## src/rtl/motion_arbiter.sv

```systemverilog
// ============================================================================
// motion_arbiter: grants one motion requester at a time to Motion_Commands.
// Optional escape preemption via MOTION_ARB_PREEMPT_EN. Revision: 1.0
// ============================================================================
`default_nettype none

module motion_arbiter #(
    parameter int unsigned TIMEOUT    = 4096,
    parameter int unsigned GAP_CYCLES = 2
) (
    input  logic       clk_i,
    input  logic       rst_i,
    input  logic [2:0] req_i,
    input  logic [9:0] cmd0_i,
    input  logic [9:0] cmd1_i,
    input  logic [9:0] cmd2_i,
    input  logic [2:0] spd0_i,
    input  logic [2:0] spd1_i,
    input  logic [2:0] spd2_i,
    input  logic       done_spin_i,
    output logic [2:0] gnt_o,
    output logic [2:0] ack_o,
    output logic [9:0] motion_command_o,
    output logic [2:0] motion_speed_o,
    output logic       busy_o,
    output logic       timeout_err_o
);

    typedef enum logic [1:0] {
        ST_IDLE  = 2'd0,
        ST_DRIVE = 2'd1,
        ST_GAP   = 2'd2
    } state_t;

    localparam logic [15:0] C_WDOG_LAST = 16'(TIMEOUT - 1);
    localparam logic [3:0]  C_GAP_LAST  = 4'(GAP_CYCLES - 1);

    state_t      state_q;
    logic [2:0]  gnt_q;
    logic [2:0]  ack_q;
    logic [9:0]  cmd_q;
    logic [2:0]  spd_q;
    logic        busy_q;
    logic        timeout_err_q;
    logic        rr_last_q;     // 1: random was the last non-escape winner
    logic [15:0] wdog_q;
    logic [3:0]  gap_q;

    logic [2:0]  win_d;
    logic [9:0]  win_cmd_d;
    logic [2:0]  win_spd_d;
    logic        preempt_d;
    logic        withdraw_d;

    always_comb begin
        win_d     = 3'b000;
        win_cmd_d = 10'd0;
        win_spd_d = 3'd0;
        if (req_i[0]) begin
            win_d = 3'b001;
        end else if (req_i[1] && req_i[2]) begin
            win_d = rr_last_q ? 3'b010 : 3'b100;
        end else if (req_i[1]) begin
            win_d = 3'b010;
        end else if (req_i[2]) begin
            win_d = 3'b100;
        end
        case (win_d)
            3'b001:  begin win_cmd_d = cmd0_i; win_spd_d = spd0_i; end
            3'b010:  begin win_cmd_d = cmd1_i; win_spd_d = spd1_i; end
            3'b100:  begin win_cmd_d = cmd2_i; win_spd_d = spd2_i; end
            default: begin win_cmd_d = 10'd0;  win_spd_d = 3'd0;   end
        endcase
    end

`ifdef MOTION_ARB_PREEMPT_EN
    assign preempt_d = req_i[0] && !gnt_q[0];
`else
    assign preempt_d = 1'b0;
`endif

    assign withdraw_d = ((req_i & gnt_q) == 3'b000);

    always_ff @(posedge clk_i or posedge rst_i) begin
        if (rst_i) begin
            state_q       <= ST_IDLE;
            gnt_q         <= 3'b000;
            ack_q         <= 3'b000;
            cmd_q         <= 10'd0;
            spd_q         <= 3'd0;
            busy_q        <= 1'b0;
            timeout_err_q <= 1'b0;
            rr_last_q     <= 1'b1;
            wdog_q        <= 16'd0;
            gap_q         <= 4'd0;
        end else begin
            ack_q         <= 3'b000;
            timeout_err_q <= 1'b0;
            case (state_q)
                ST_IDLE: begin
                    if (win_d != 3'b000) begin
                        gnt_q   <= win_d;
                        cmd_q   <= win_cmd_d;
                        spd_q   <= win_spd_d;
                        busy_q  <= 1'b1;
                        wdog_q  <= 16'd0;
                        state_q <= ST_DRIVE;
                        if (!win_d[0]) begin
                            rr_last_q <= win_d[2];
                        end
                    end
                end
                ST_DRIVE: begin
                    // Exit order: completion, preemption, withdrawal, watchdog.
                    if (done_spin_i || preempt_d || withdraw_d || (wdog_q == C_WDOG_LAST)) begin
                        if (done_spin_i) begin
                            ack_q <= gnt_q;
                        end else if (!preempt_d && !withdraw_d) begin
                            timeout_err_q <= 1'b1;
                        end
                        gnt_q   <= 3'b000;
                        cmd_q   <= 10'd0;
                        spd_q   <= 3'd0;
                        gap_q   <= 4'd0;
                        state_q <= ST_GAP;
                    end else if (wdog_q != 16'hFFFF) begin
                        wdog_q <= wdog_q + 16'd1;
                    end
                end
                ST_GAP: begin
                    if (gap_q == C_GAP_LAST) begin
                        busy_q  <= 1'b0;
                        state_q <= ST_IDLE;
                    end else begin
                        gap_q <= gap_q + 4'd1;
                    end
                end
                default: begin
                    state_q <= ST_IDLE;
                end
            endcase
        end
    end

    assign gnt_o            = gnt_q;
    assign ack_o            = ack_q;
    assign motion_command_o = cmd_q;
    assign motion_speed_o   = spd_q;
    assign busy_o           = busy_q;
    assign timeout_err_o    = timeout_err_q;

endmodule

`default_nettype wire

```

## config.mk

```make
export PLATFORM = sky130hd
export DESIGN_NAME = motion_arbiter
export DESIGN_NICKNAME = d
export VERILOG_FILES = /design/src/rtl/motion_arbiter.sv
export SDC_FILE = /design/constraint.sdc
export NUM_CORES = 1
export LEC_CHECK = 0
export ABC_AREA = 1
export CORE_AREA = 2 2 79 81
export CTS_BUF_LIST = sky130_fd_sc_hd__clkbuf_4
export CTS_CLUSTER_SIZE = 14
export DETAILED_ROUTE_END_ITERATION = 6
export DIE_AREA = 0 0 81 83
export PLACE_DENSITY = 0.87
export SYNTH_ARGS = -nofsm -noshare
export SYNTH_HDL_FRONTEND = slang
export SYNTH_SLANG_ARGS = --single-unit
```

## constraint.sdc

```tcl
create_clock -name clk_i -period 1.8 [get_ports clk_i]
set_clock_uncertainty 0.15 [all_clocks]
set_input_delay 0.36 -clock clk_i [delete_from_list [all_inputs] [get_ports clk_i]]
set_output_delay 0.36 -clock clk_i [all_outputs]
set_load 0.02 [all_outputs]
```

==> impl_metrics.ini <==
[setup_path]
rr_endpoint = wdog_q[2]
reg2regPathDepth = 10
crit_family = simple AND/OR/NAND/NOR gates
startpoint_type = register
path_max_fanout = 8
r2r_slack_ps = 50
cp.arrival_ps = 1900
r2r-start = wdog_q[1]
required_ps = 1950
worst_path_most_repeated_cell = nor2_4
slowest_stage = dfrtp_1
path_cells = ha_4 > nand2_4 > nor2_4 > nand3_4 > nor2_4 > nor2_4 > nand2_8 > buf_12 > nand3_1 > nand2_1
worstPathBufferInverterCount = 1
end_kind = register
worstSetupPathDepth = 10
slowest_delay_ps = 410
worstSetupPathType = register to register

[clocking]
clock-sinks = 44
insertion_delay_ps = 380
htree_levels = 2
numCtsBuffers = 5
cts_tree = built
clockBufferDepth = 2
cts_root_buffer = clkbuf_4
path_clk_slew_ps = 160

[synthesis]
async_reset_ff_frac = 1.00
synth-edff-count = 0
netlist_top_cells_area = dfrtp_1, nand2_1, nand3_1
postSynthNetCount = 422
synth.yosys.seq_area_share = 0.419
netlist_area_um2 = 2630
synth-main-ff-cell = dfrtp_1
yosys.area.top_type = dfrtp_1
postSynthAreaPerCell_um2 = 7.04
yosysTopAreaCellShare = 0.409
ys_types = 28
ys_ff_latch = 44
synth_cells = 374
ys_warn_count = 0

[power_and_ir_drop]
leakage_nw = 1.88
max-vdd-ir-drop_mv = 0.592
power_density_nw_per_um2 = 1050

[die]
die_w_um = 81
dieArea_um2 = 6720
initial_core_util = 0.453
chipHeight_um = 83
io_pins = 66
num_rows = 28
coreArea_um2 = 5820

[layout]
final_cells = 537
final_cell_mix = nand2_1, clkdlybuf4s50_1, dfrtp_1
final_common_cell = nand2_1
syn_to_final_growth_pct = 40.9
drive_above_1_share = 0.158
fin_nets = 509
antennaDiodeCount = 0

[run]
cap_violations = 0

[global_route]
grt_pass1_vias = 2698
use_met1 = 0.213
grt-busiest-layer = met2
grtUsageMet3 = 0.0620
antenna_found_initial = 0
grtUsageTotal = 0.210
gr-total-overflow = 0
grt_pass1_wl_mm = 11.4
grt_max_degree = 45
use_met2 = 0.401

[place]
gp_congestion = 0.872
dp_cells = 526
dp_hpwl_mm = 5.14
io_buffers = 65

[routing]
detail-route-antenna-nets = 0
drt_iter0_markers = 141
vias = 2676
drt-wirelength-per-cell_um = 13.0
drc_errors = 0
drt-vias-per-instance = 4.98
drtPass1Iterations = 6
routed_wl_mm = 6.96

[timing]
fin_tns_setup_ps = 0
rsz0062_at_grt = yes
drv_slew = 0
min_period_ps = 1750
relSlewSlack = 0.740
setup_viol = 0
worst_pin_slew_ps = 389
max_freq_ghz = 0.572
final-hold-violation-count = 0
finalCritPeriodShare = 0.971

[worst_hold_path]
hold_class = input port to asynchronous set/reset pin

[outcome]
outcome = finished, final reports clean
==> layer usage <==
layer  vias up  wire length [um]
li1       1334                 -
met1      1235              2610
met2        90              3780
met3        17               455
met4         0               114
met5         -                 0
==> sequential cells by signal, indices dropped and copies added (netlist names) <==
name	count
gap_q	4
gnt_o	3
state_q	2
busy_o	1
rr_last_q	1
motion_command_o	10
wdog_q	16
motion_speed_o	3
ack_o	3
timeout_err_o	1
==> how the worst max path moves through the flow <==
stage	slack [ps]	endpoint	from
CTS	5	wdog_q[11]	wdog_q[1]
floorplan	100	wdog_q[12]	wdog_q[0]
global route	-30	wdog_q[2]	wdog_q[1]
finish	50	wdog_q[2]	wdog_q[1]
detailed placement	-380	motion_command_o[1]	req_i[0]
global placement	-240	motion_command_o[5]	req_i[0]
==> cell usage after synthesis, types with 2 or more instances <==
cell type	count
nand2_2	7
nand3_2	2
nor2_2	4
and2_1	2
ha_1	3
xnor2_1	3
dfrtp_1	43
nor2_1	40
nand3_1	44
nand2_4	2
buf_6	6
inv_2	2
clkbuf_1	2
a21oi_1	2
o21ai_0	5
nand2_1	165
inv_1	24
nor3_1	2
buf_4	2
nand4_1	2
xor2_1	5
==> timing repair <==
item	4_1_cts	5_1_grt
buffers inserted	0	2
resized for setup	22	29
gates cloned	0	1
pin swaps	0	13
setup endpoints to repair	24	34
hold buffers	0	0
==> final cells by class <==
| type | count | area (um^2) |
|---|---|---|
| clock buffers | 5 | 37.5 |
| clock inverters | 3 | 25.0 |
| fillers | 516 | 2100 |
| inverters | 27 | 101 |
| multi-input cells | 293 | 1490 |
| flip-flops and latches | 44 | 1100 |
| well taps | 75 | 93.8 |
| repair buffers | 90 | 865 |
==> tightest hold or removal path: stages <==
cell	delay, ps
clkdlybuf4s50_1	400
clkinv_1	70
buf_12	230
==> stage by stage <==
step,hold WS [ps],area [um^2],worst slack (ps),util,total power [mW]
final,137,3710,52.8,0.638,3.88
after global placement,305,3510,-237,0.603,3.29
after CTS,151,3550,5.32,0.610,3.75
after global routing,168,3710,-29.1,0.638,4.16
after floorplan,311,2630,99.2,-,2.54
after detailed placement,319,3510,-376,0.603,3.36
==> cells by family after synthesis <==
kind of cell               Yosys count  synth area share
and+or+nand+nor                    274             0.453
DFF                                 44             0.419
buffers and inverters               38            0.0746
xor gates and xnor gates             8            0.0266
AOI/OAI and AO/OA                    7            0.0133
adders and majority gates            3            0.0143
==> where the power goes <==
group / switching, mW / internal (mW)
Sequential: 0.199 / 1.25
Clock: 0.360 / 0.162
Combinational: 1.19 / 0.721
Total: 1.75 / 2.13
Power figures use the tool's default switching activity.
